$ cat src/rtl/led_pattern_if.sv
// led_pattern_if: control and LED-drive signals of the LED pattern generator.
// The master side (board glue or bench) drives the controls and the slave
// side (led_pattern_gen) returns the LED pattern and the step strobe.
interface led_pattern_if #(
  parameter int NUM_LEDS = 4,
  parameter int PWM_BITS = 8
);
  logic                en;
  logic [1:0]          mode;
  logic                restart;
  logic [PWM_BITS-1:0] brightness;
  logic [NUM_LEDS-1:0] led;
  logic                tick;

  modport master (
    output en, mode, restart, brightness,
    input  led, tick
  );

  modport slave (
    input  en, mode, restart, brightness,
    output led, tick
  );
endinterface

$ cat src/rtl/led_pattern_gen.sv
// led_pattern_gen: prescaled LED pattern generator with four selectable
// patterns (rotate, bounce, blink, binary count), enable, synchronous restart
// and a one-cycle step strobe.
// Optional macro LED_PWM_EN adds a free-running PWM counter that gates the
// LEDs with a global brightness duty; without it the LEDs show the raw pattern.
module led_pattern_gen #(
  parameter int CLK_FREQ = 100_000_000,
  parameter int TICK_HZ  = 2,
  parameter int NUM_LEDS = 4,
  parameter int PWM_BITS = 8
) (
  input logic          clk,
  input logic          rst_n,
  led_pattern_if.slave bus
);

  localparam int TICK_DIV = CLK_FREQ / TICK_HZ;
  localparam int CNT_W    = (TICK_DIV < 2) ? 1 : $clog2(TICK_DIV);
  localparam logic [CNT_W-1:0] CNT_LAST = CNT_W'(TICK_DIV - 1);

  if (TICK_DIV < 2) begin : g_bad_tick_div
    $error("led_pattern_gen: CLK_FREQ / TICK_HZ must be at least 2");
  end
  if (NUM_LEDS < 2) begin : g_bad_num_leds
    $error("led_pattern_gen: NUM_LEDS must be at least 2");
  end
  if (PWM_BITS < 1) begin : g_bad_pwm_bits
    $error("led_pattern_gen: PWM_BITS must be at least 1");
  end

  typedef enum logic [1:0] {
    MODE_ROTATE = 2'd0,
    MODE_BOUNCE = 2'd1,
    MODE_BLINK  = 2'd2,
    MODE_COUNT  = 2'd3
  } mode_e;

  typedef enum logic {
    DIR_UP   = 1'b0,
    DIR_DOWN = 1'b1
  } dir_e;

  logic [CNT_W-1:0]    presc, presc_next;
  logic [NUM_LEDS-1:0] pat, pat_next;
  dir_e                dir, dir_next;
  mode_e               mode_q, mode_next;
  logic                tick_q, tick_next;
  mode_e               mode_in;

  assign mode_in = mode_e'(bus.mode);

  // Starting pattern each mode is (re)entered with.
  function automatic logic [NUM_LEDS-1:0] seed_of(input mode_e m);
    case (m)
      MODE_BLINK: return '1;
      MODE_COUNT: return '0;
      default:    return NUM_LEDS'(1);
    endcase
  endfunction

  // Next-state decode: restart beats a coincident tick; a tick with a new
  // mode only reseeds, otherwise it advances the pattern of the held mode.
  always_comb begin
    presc_next = presc;
    pat_next   = pat;
    dir_next   = dir;
    mode_next  = mode_q;
    tick_next  = 1'b0;
    if (bus.restart) begin
      presc_next = '0;
      mode_next  = mode_in;
      pat_next   = seed_of(mode_in);
      dir_next   = DIR_UP;
    end else if (bus.en) begin
      if (presc == CNT_LAST) begin
        presc_next = '0;
        tick_next  = 1'b1;
        if (mode_in != mode_q) begin
          mode_next = mode_in;
          pat_next  = seed_of(mode_in);
          dir_next  = DIR_UP;
        end else begin
          case (mode_q)
            MODE_ROTATE: pat_next = {pat[NUM_LEDS-2:0], pat[NUM_LEDS-1]};
            MODE_BOUNCE: begin
              if (dir == DIR_UP && pat[NUM_LEDS-1]) begin
                dir_next = DIR_DOWN;
                pat_next = pat >> 1;
              end else if (dir == DIR_DOWN && pat[0]) begin
                dir_next = DIR_UP;
                pat_next = pat << 1;
              end else if (dir == DIR_UP) begin
                pat_next = pat << 1;
              end else begin
                pat_next = pat >> 1;
              end
            end
            MODE_BLINK:  pat_next = ~pat;
            default:     pat_next = pat + NUM_LEDS'(1);
          endcase
        end
      end else begin
        presc_next = presc + CNT_W'(1);
      end
    end
  end

  // Pattern state, prescaler and step strobe registers.
  always_ff @(posedge clk or negedge rst_n) begin
    if (!rst_n) begin
      presc  <= '0;
      pat    <= NUM_LEDS'(1);
      dir    <= DIR_UP;
      mode_q <= MODE_ROTATE;
      tick_q <= 1'b0;
    end else begin
      presc  <= presc_next;
      pat    <= pat_next;
      dir    <= dir_next;
      mode_q <= mode_next;
      tick_q <= tick_next;
    end
  end

  assign bus.tick = tick_q;

`ifdef LED_PWM_EN
  logic [PWM_BITS-1:0] pwm_cnt;
  logic [NUM_LEDS-1:0] led_q;
  logic                duty_on;

  assign duty_on = (bus.brightness == '1) || (pwm_cnt < bus.brightness);

  // Free-running PWM counter and duty-gated LED register; the LED register
  // follows the next pattern so it still changes on the tick edge.
  always_ff @(posedge clk or negedge rst_n) begin
    if (!rst_n) begin
      pwm_cnt <= '0;
      led_q   <= '0;
    end else begin
      pwm_cnt <= pwm_cnt + PWM_BITS'(1);
      led_q   <= pat_next & {NUM_LEDS{duty_on}};
    end
  end

  assign bus.led = led_q;
`else
  logic unused_brightness;

  assign unused_brightness = ^bus.brightness;
  assign bus.led           = pat;
`endif

endmodule

$ cat src/flat_wrapper.sv
// flat-port wrapper written by rule: the top's interface ports become plain ports
module led_pattern_gen_flat 
#(
  parameter int CLK_FREQ = 100_000_000,
  parameter int TICK_HZ  = 2,
  parameter int NUM_LEDS = 4,
  parameter int PWM_BITS = 8
)
  (clk, rst_n, bus_en, bus_mode, bus_restart, bus_brightness, bus_led, bus_tick);
  led_pattern_if #(.NUM_LEDS(NUM_LEDS), .PWM_BITS(PWM_BITS)) bus_i ();
  input logic clk;
  input logic rst_n;
  input wire logic [$bits(bus_i.en)-1:0] bus_en;
  input wire logic [$bits(bus_i.mode)-1:0] bus_mode;
  input wire logic [$bits(bus_i.restart)-1:0] bus_restart;
  input wire logic [$bits(bus_i.brightness)-1:0] bus_brightness;
  output wire logic [$bits(bus_i.led)-1:0] bus_led;
  output wire logic [$bits(bus_i.tick)-1:0] bus_tick;
  assign bus_i.en = bus_en;
  assign bus_i.mode = bus_mode;
  assign bus_i.restart = bus_restart;
  assign bus_i.brightness = bus_brightness;
  assign bus_led = bus_i.led;
  assign bus_tick = bus_i.tick;
  led_pattern_gen #(.CLK_FREQ(CLK_FREQ), .TICK_HZ(TICK_HZ), .NUM_LEDS(NUM_LEDS), .PWM_BITS(PWM_BITS)) u_core (.clk(clk), .rst_n(rst_n), .bus(bus_i));
endmodule
$ cat config.mk
export PLATFORM = sky130hd
export DESIGN_NAME = led_pattern_gen_flat
export DESIGN_NICKNAME = d
export VERILOG_FILES = /design/src/rtl/led_pattern_if.sv /design/src/rtl/led_pattern_gen.sv /design/src/flat_wrapper.sv
export SDC_FILE = /design/constraint.sdc
export NUM_CORES = 1
export LEC_CHECK = 0
export CAP_MARGIN = 20
export CORE_MARGIN = 2
export CORE_UTILIZATION = 55
export CTS_BUF_LIST = sky130_fd_sc_hd__clkbuf_4
export DETAILED_ROUTE_END_ITERATION = 7
export GPL_ROUTABILITY_DRIVEN = 0
export PLACE_DENSITY = 0.86
export SYNTH_ARGS = -nofsm -noshare
export SYNTH_HDL_FRONTEND = slang
export SYNTH_SLANG_ARGS = --single-unit
$ cat constraint.sdc
create_clock -name clk -period 2.4 [get_ports clk]
set_input_delay 0.48 -clock clk [delete_from_list [all_inputs] [get_ports clk]]
set_output_delay 0.48 -clock clk [all_outputs]
set_load 0.005 [all_outputs]
After elaboration in Yosys (flattened, before gate mapping)
Cells that the tools add are included.
Word-level totals
  word-level logic and storage cells: 52
  output and inout bits: 5
  bits in registers: 34
  bits of input ports: 14
Cells by class
  add/subtract/negate cells: 2
  multiplexer cells: 26
  reductions and logical operators: 11
  bitwise operators: 2
  equal/unequal tests: 6
Operator list (count)
  26-bit 2-to-1 mux: 3
  4-bit 2-to-1 mux: 7
  26-bit by 1-bit adder with 26-bit output (second input constant): 1
  26-bit == test (second input constant): 1
  4-bit one-hot mux with 3 select lines: 1
  1-bit 2-to-1 mux: 10
  2-bit 2-to-1 mux: 4
  4-bit one-hot mux with 2 select lines: 1
  2-bit == test (second input constant): 3
  2-bit nonzero test: 3
  4-bit by 1-bit adder with 4-bit output (second input constant): 1
  4-bit NOT: 1
  4-bit AND reduction: 1
  4-bit nonzero test: 1
  3-bit AND reduction: 1
  3-bit nonzero test: 1
  2-bit by 1-bit == test with 1-bit output (second input constant): 1
  1-bit logical AND: 2
  2-bit zero test: 1
  2-bit inequality test: 1
  2-bit AND reduction: 1
  1-bit NOT: 1

Logic depth before layout (Yosys ltp)
  depth in word-level cells: 8
  depth in mapped cells: 6
  gate-level depth less buffers: 5

Least setup slack after synthesis
No wires, ideal clock.
  path type: input -> register
  from: in bus_restart
  to: reg u_core.pat[2], in the netlist u_core.bus.led[2]
  data arrival time: 1.569 ns
  path buffers: 1
  slack: 0.758 ns
  cell stages on the path: 5
  setup time: 0.073 ns
  data required time: 2.327 ns
  cells stage by stage: clkbuf_1 > or3_1 > nor4_1 > a311oi_1 > a21oi_2
On the way
  longest elaborated chain between the ends: 2
  elaborated cells on any way between the ends: 4
  classes of those cells: mux: 1; reduce/logical: 3
RTL lines
  start, declared: line flat_wrapper.sv:15  | input wire logic [$bits(bus_i.restart)-1:0] bus_restart;
  2-bit nonzero test (no line)
  2-bit AND reduction (no line)
  end signal, assigned: line led_pattern_gen.sv:118  | pat <= pat_next;
  end, declared: line led_pattern_gen.sv:44  | logic [NUM_LEDS-1:0] pat, pat_next;
Several ways; a longest one is shown, not always the timed one.
A chain may end at the register's enable or synchronous reset.

Worst setup path in the final report
  from: reg u_core.pat[0], in the netlist u_core.bus.led[0]
  to: out bus_led[0]
RTL lines
  end, declared: line flat_wrapper.sv:17  | output wire logic [$bits(bus_i.led)-1:0] bus_led;
No word-level cell between the ends.

==> impl_metrics.toml <==
[run_status]
outcome = "complete, no violations"

[synth]
yosys_warnings = 0
synth-seq-cells = 34
syn_inst = 224
synth-async-reset-ratio_pct = 100
ys_seq_area_share_pct = 41.7
synth_edf_count = 0
synth-main-ff-cell = "dfrtp_1"
synthDistinctLibCells = 45
synth_top_area_share_pct = 40.4
syn-num-nets = 240
synth_area_um2 = 2040
avgSynthCellArea_um2 = 9.13
yosysTopAreaCell = "dfrtp_1"
synth_area_leaders = "dfrtp_1, xor2_1, nor2_1"

[flow_run]
cap_violations = 0

[route]
finalWirelength_um = 4210
route.vias.total = 1692
drt_iter0_markers = 196
routed_via_density = 5.88
postRouteAntennaNets = 0
firstDrtPassIters = 4
drc = 0
wire_per_inst_um = 14.6

[global_routing]
grt_pass1_wl_um = 7510
grt_max_degree = 35
grt_usage_pct = 22.8
overflow = 0
antenna_found_initial = 0
grt_pass1_vias = 1692

[clocking]
clk_pin_slew_ps = 120
insertion_delay_ps = 340
numCtsBuffers = 5
post_cts_resized = 0
cts_sinks = 34
cts_max_level = 2
holdBufCountCts = 0
cts_tree = "built"
cts_buffer_depth = 2
cts_setup_buffers = 0
cts-root-buf = "clkbuf_4"

[die]
fp.coreArea_um2 = 3610
die_h_um = 65.0
rows = 22
dieWidth_um = 65.0
dieArea_um2 = 4220
start_util_pct = 56.7
ioPinCount = 19

[pwr]
ir_drop_uv = 258
power_density_nw_per_um2 = 519
leakage_nw = 0.889

[setup_path]
r2r_slack_ps = 560
crit_fanout = 13
crit_chain = "clkdlybuf4s50_1"
crit_buf_inv = 1
slowest_delay_ps = 670
cp_data_required_time_ps = 1920
reg2reg_from = "u_core.mode_q[0]"
cpLargestDelayFamily = "flip-flops"
reg2regPathDepth = 5
criticalPathCategory = "reg2out"
end_kind = "primary output"
startpoint_type = "register"
rr_endpoint = "u_core.bus.led[2]"
crit_slowest_cell = "dfstp_2"
arrival_ps = 1550

[worst_hold_path]
hp-class = "in2async"

[cells_and_area]
fin_area_um2 = 2300
layout-drive-gt1-share_pct = 15.4
final_cell_mix = "dfrtp_1, nor2_1, nand2_1"
nets = 255
final_common_cell = "dfrtp_1"
syn_to_final_growth_pct = 12.4
final_cells = 288
n_antenna_cell = 0

[placement]
placed_area_um2 = 2210
place_hpwl_um = 3020
dp_cells = 280
portBuffers = 10
dp_slack_ps = 130

[timing]
tightestPinTransition_ps = 441
rsz0062_at_grt = "false"
fin_crit_ps = 2030
tns_ps = 0
maxSlewHeadroom_pct = 70.6
setup_slack_ps = 371
clock.fmax_ghz = 0.493
post-route-period-util_pct = 84.6
maxSlewViolCount = 0
fin_worst_skew_ps = 12.1
finalHoldViolations = 0
setup_violations = 0
-- registers in the layout, summed over array words and instances, names as in the netlist --
signal           cells
u_core.mode_q        2
u_core.dir           1
u_core.bus.tick      1
u_core.presc        26
u_core.bus.led       4
-- power by group --
group	total [mW]	switching [mW]	internal (mW)
Sequential	0.623	0.0351	0.588
Combinational	0.142	0.0762	0.0657
Clock	0.428	0.210	0.219
Total	1.19	0.321	0.872
-- cell families (layout without fill, tap and decap cells) --
| logic type | after synthesis | after routing | share of synthesized area (%) |
|---|---|---|---|
| AO/OA/AOI/OAI | 40 | 40 | 12.9 |
| XOR/XNOR | 21 | 21 | 9.00 |
| adder cells (fa/ha/maj) | 2 | 2 | 1.22 |
| buffers and inverters | 18 | 34 | 3.73 |
| flip-flops | 34 | 34 | 41.7 |
| AND/OR/NAND/NOR | 109 | 109 | 31.5 |
-- how the worst max path moves through the flow --
stage	startpoint	to	cells past startpoint
2_1_floorplan	bus_restart	u_core.bus.led[2]	5
3_3_place_gp	bus_mode[0]	u_core.bus.led[2]	6
3_5_place_dp	bus_mode[0]	u_core.bus.led[2]	6
4_1_cts	u_core.bus.led[0]	bus_led[0]	1
5_1_grt	u_core.bus.led[0]	bus_led[0]	1
6_report	u_core.bus.led[0]	bus_led[0]	1
-- synthesized netlist by cell type (3+ instances only) --
cell / instances
a21oi_1: 14
a21oi_2: 3
a311oi_1: 4
a31oi_1: 4
and2_1: 3
clkbuf_1: 6
dfrtp_1: 33
inv_1: 9
nand2_1: 17
nand2b_1: 5
nand3_1: 15
nand3b_1: 4
nor2_1: 26
nor3_1: 9
nor4_1: 3
nor4b_2: 4
o21ai_0: 7
or3_1: 5
xnor2_1: 8
xor2_1: 13
-- layer usage --
layer	track usage [%]	vias to the layer above	part of all wire, %
met5	0	-	0
met4	6.91	0	1.5
met3	4.17	10	4.4
met2	38.7	44	48
met1	29.5	807	46
li1	-	831	-
-- per-stage QoR --
step / total power [mW] / utilization [%] / hold slack [ps]
finish: 1.19 / 63.7 / 535
global route: 1.24 / 63.7 / 566
CTS: 1.20 / 63.7 / 535
detailed placement: 0.775 / 61.4 / 548
global placement: 0.767 / 61.4 / 536
floorplan: 0.710 / - / 184
-- final cells by class --
type                            instances  area, µm²
Tap cell                               48       60.1
Fill cell                             294       1310
Clock buffer                            5       37.5
Sequential cell                        34        852
Timing Repair Buffer                   17        153
Inverter                                9       33.8
Multi-Input combinational cell        172       1120
Clock inverter                          3       45.0
(Power assumes the default switching activity.)
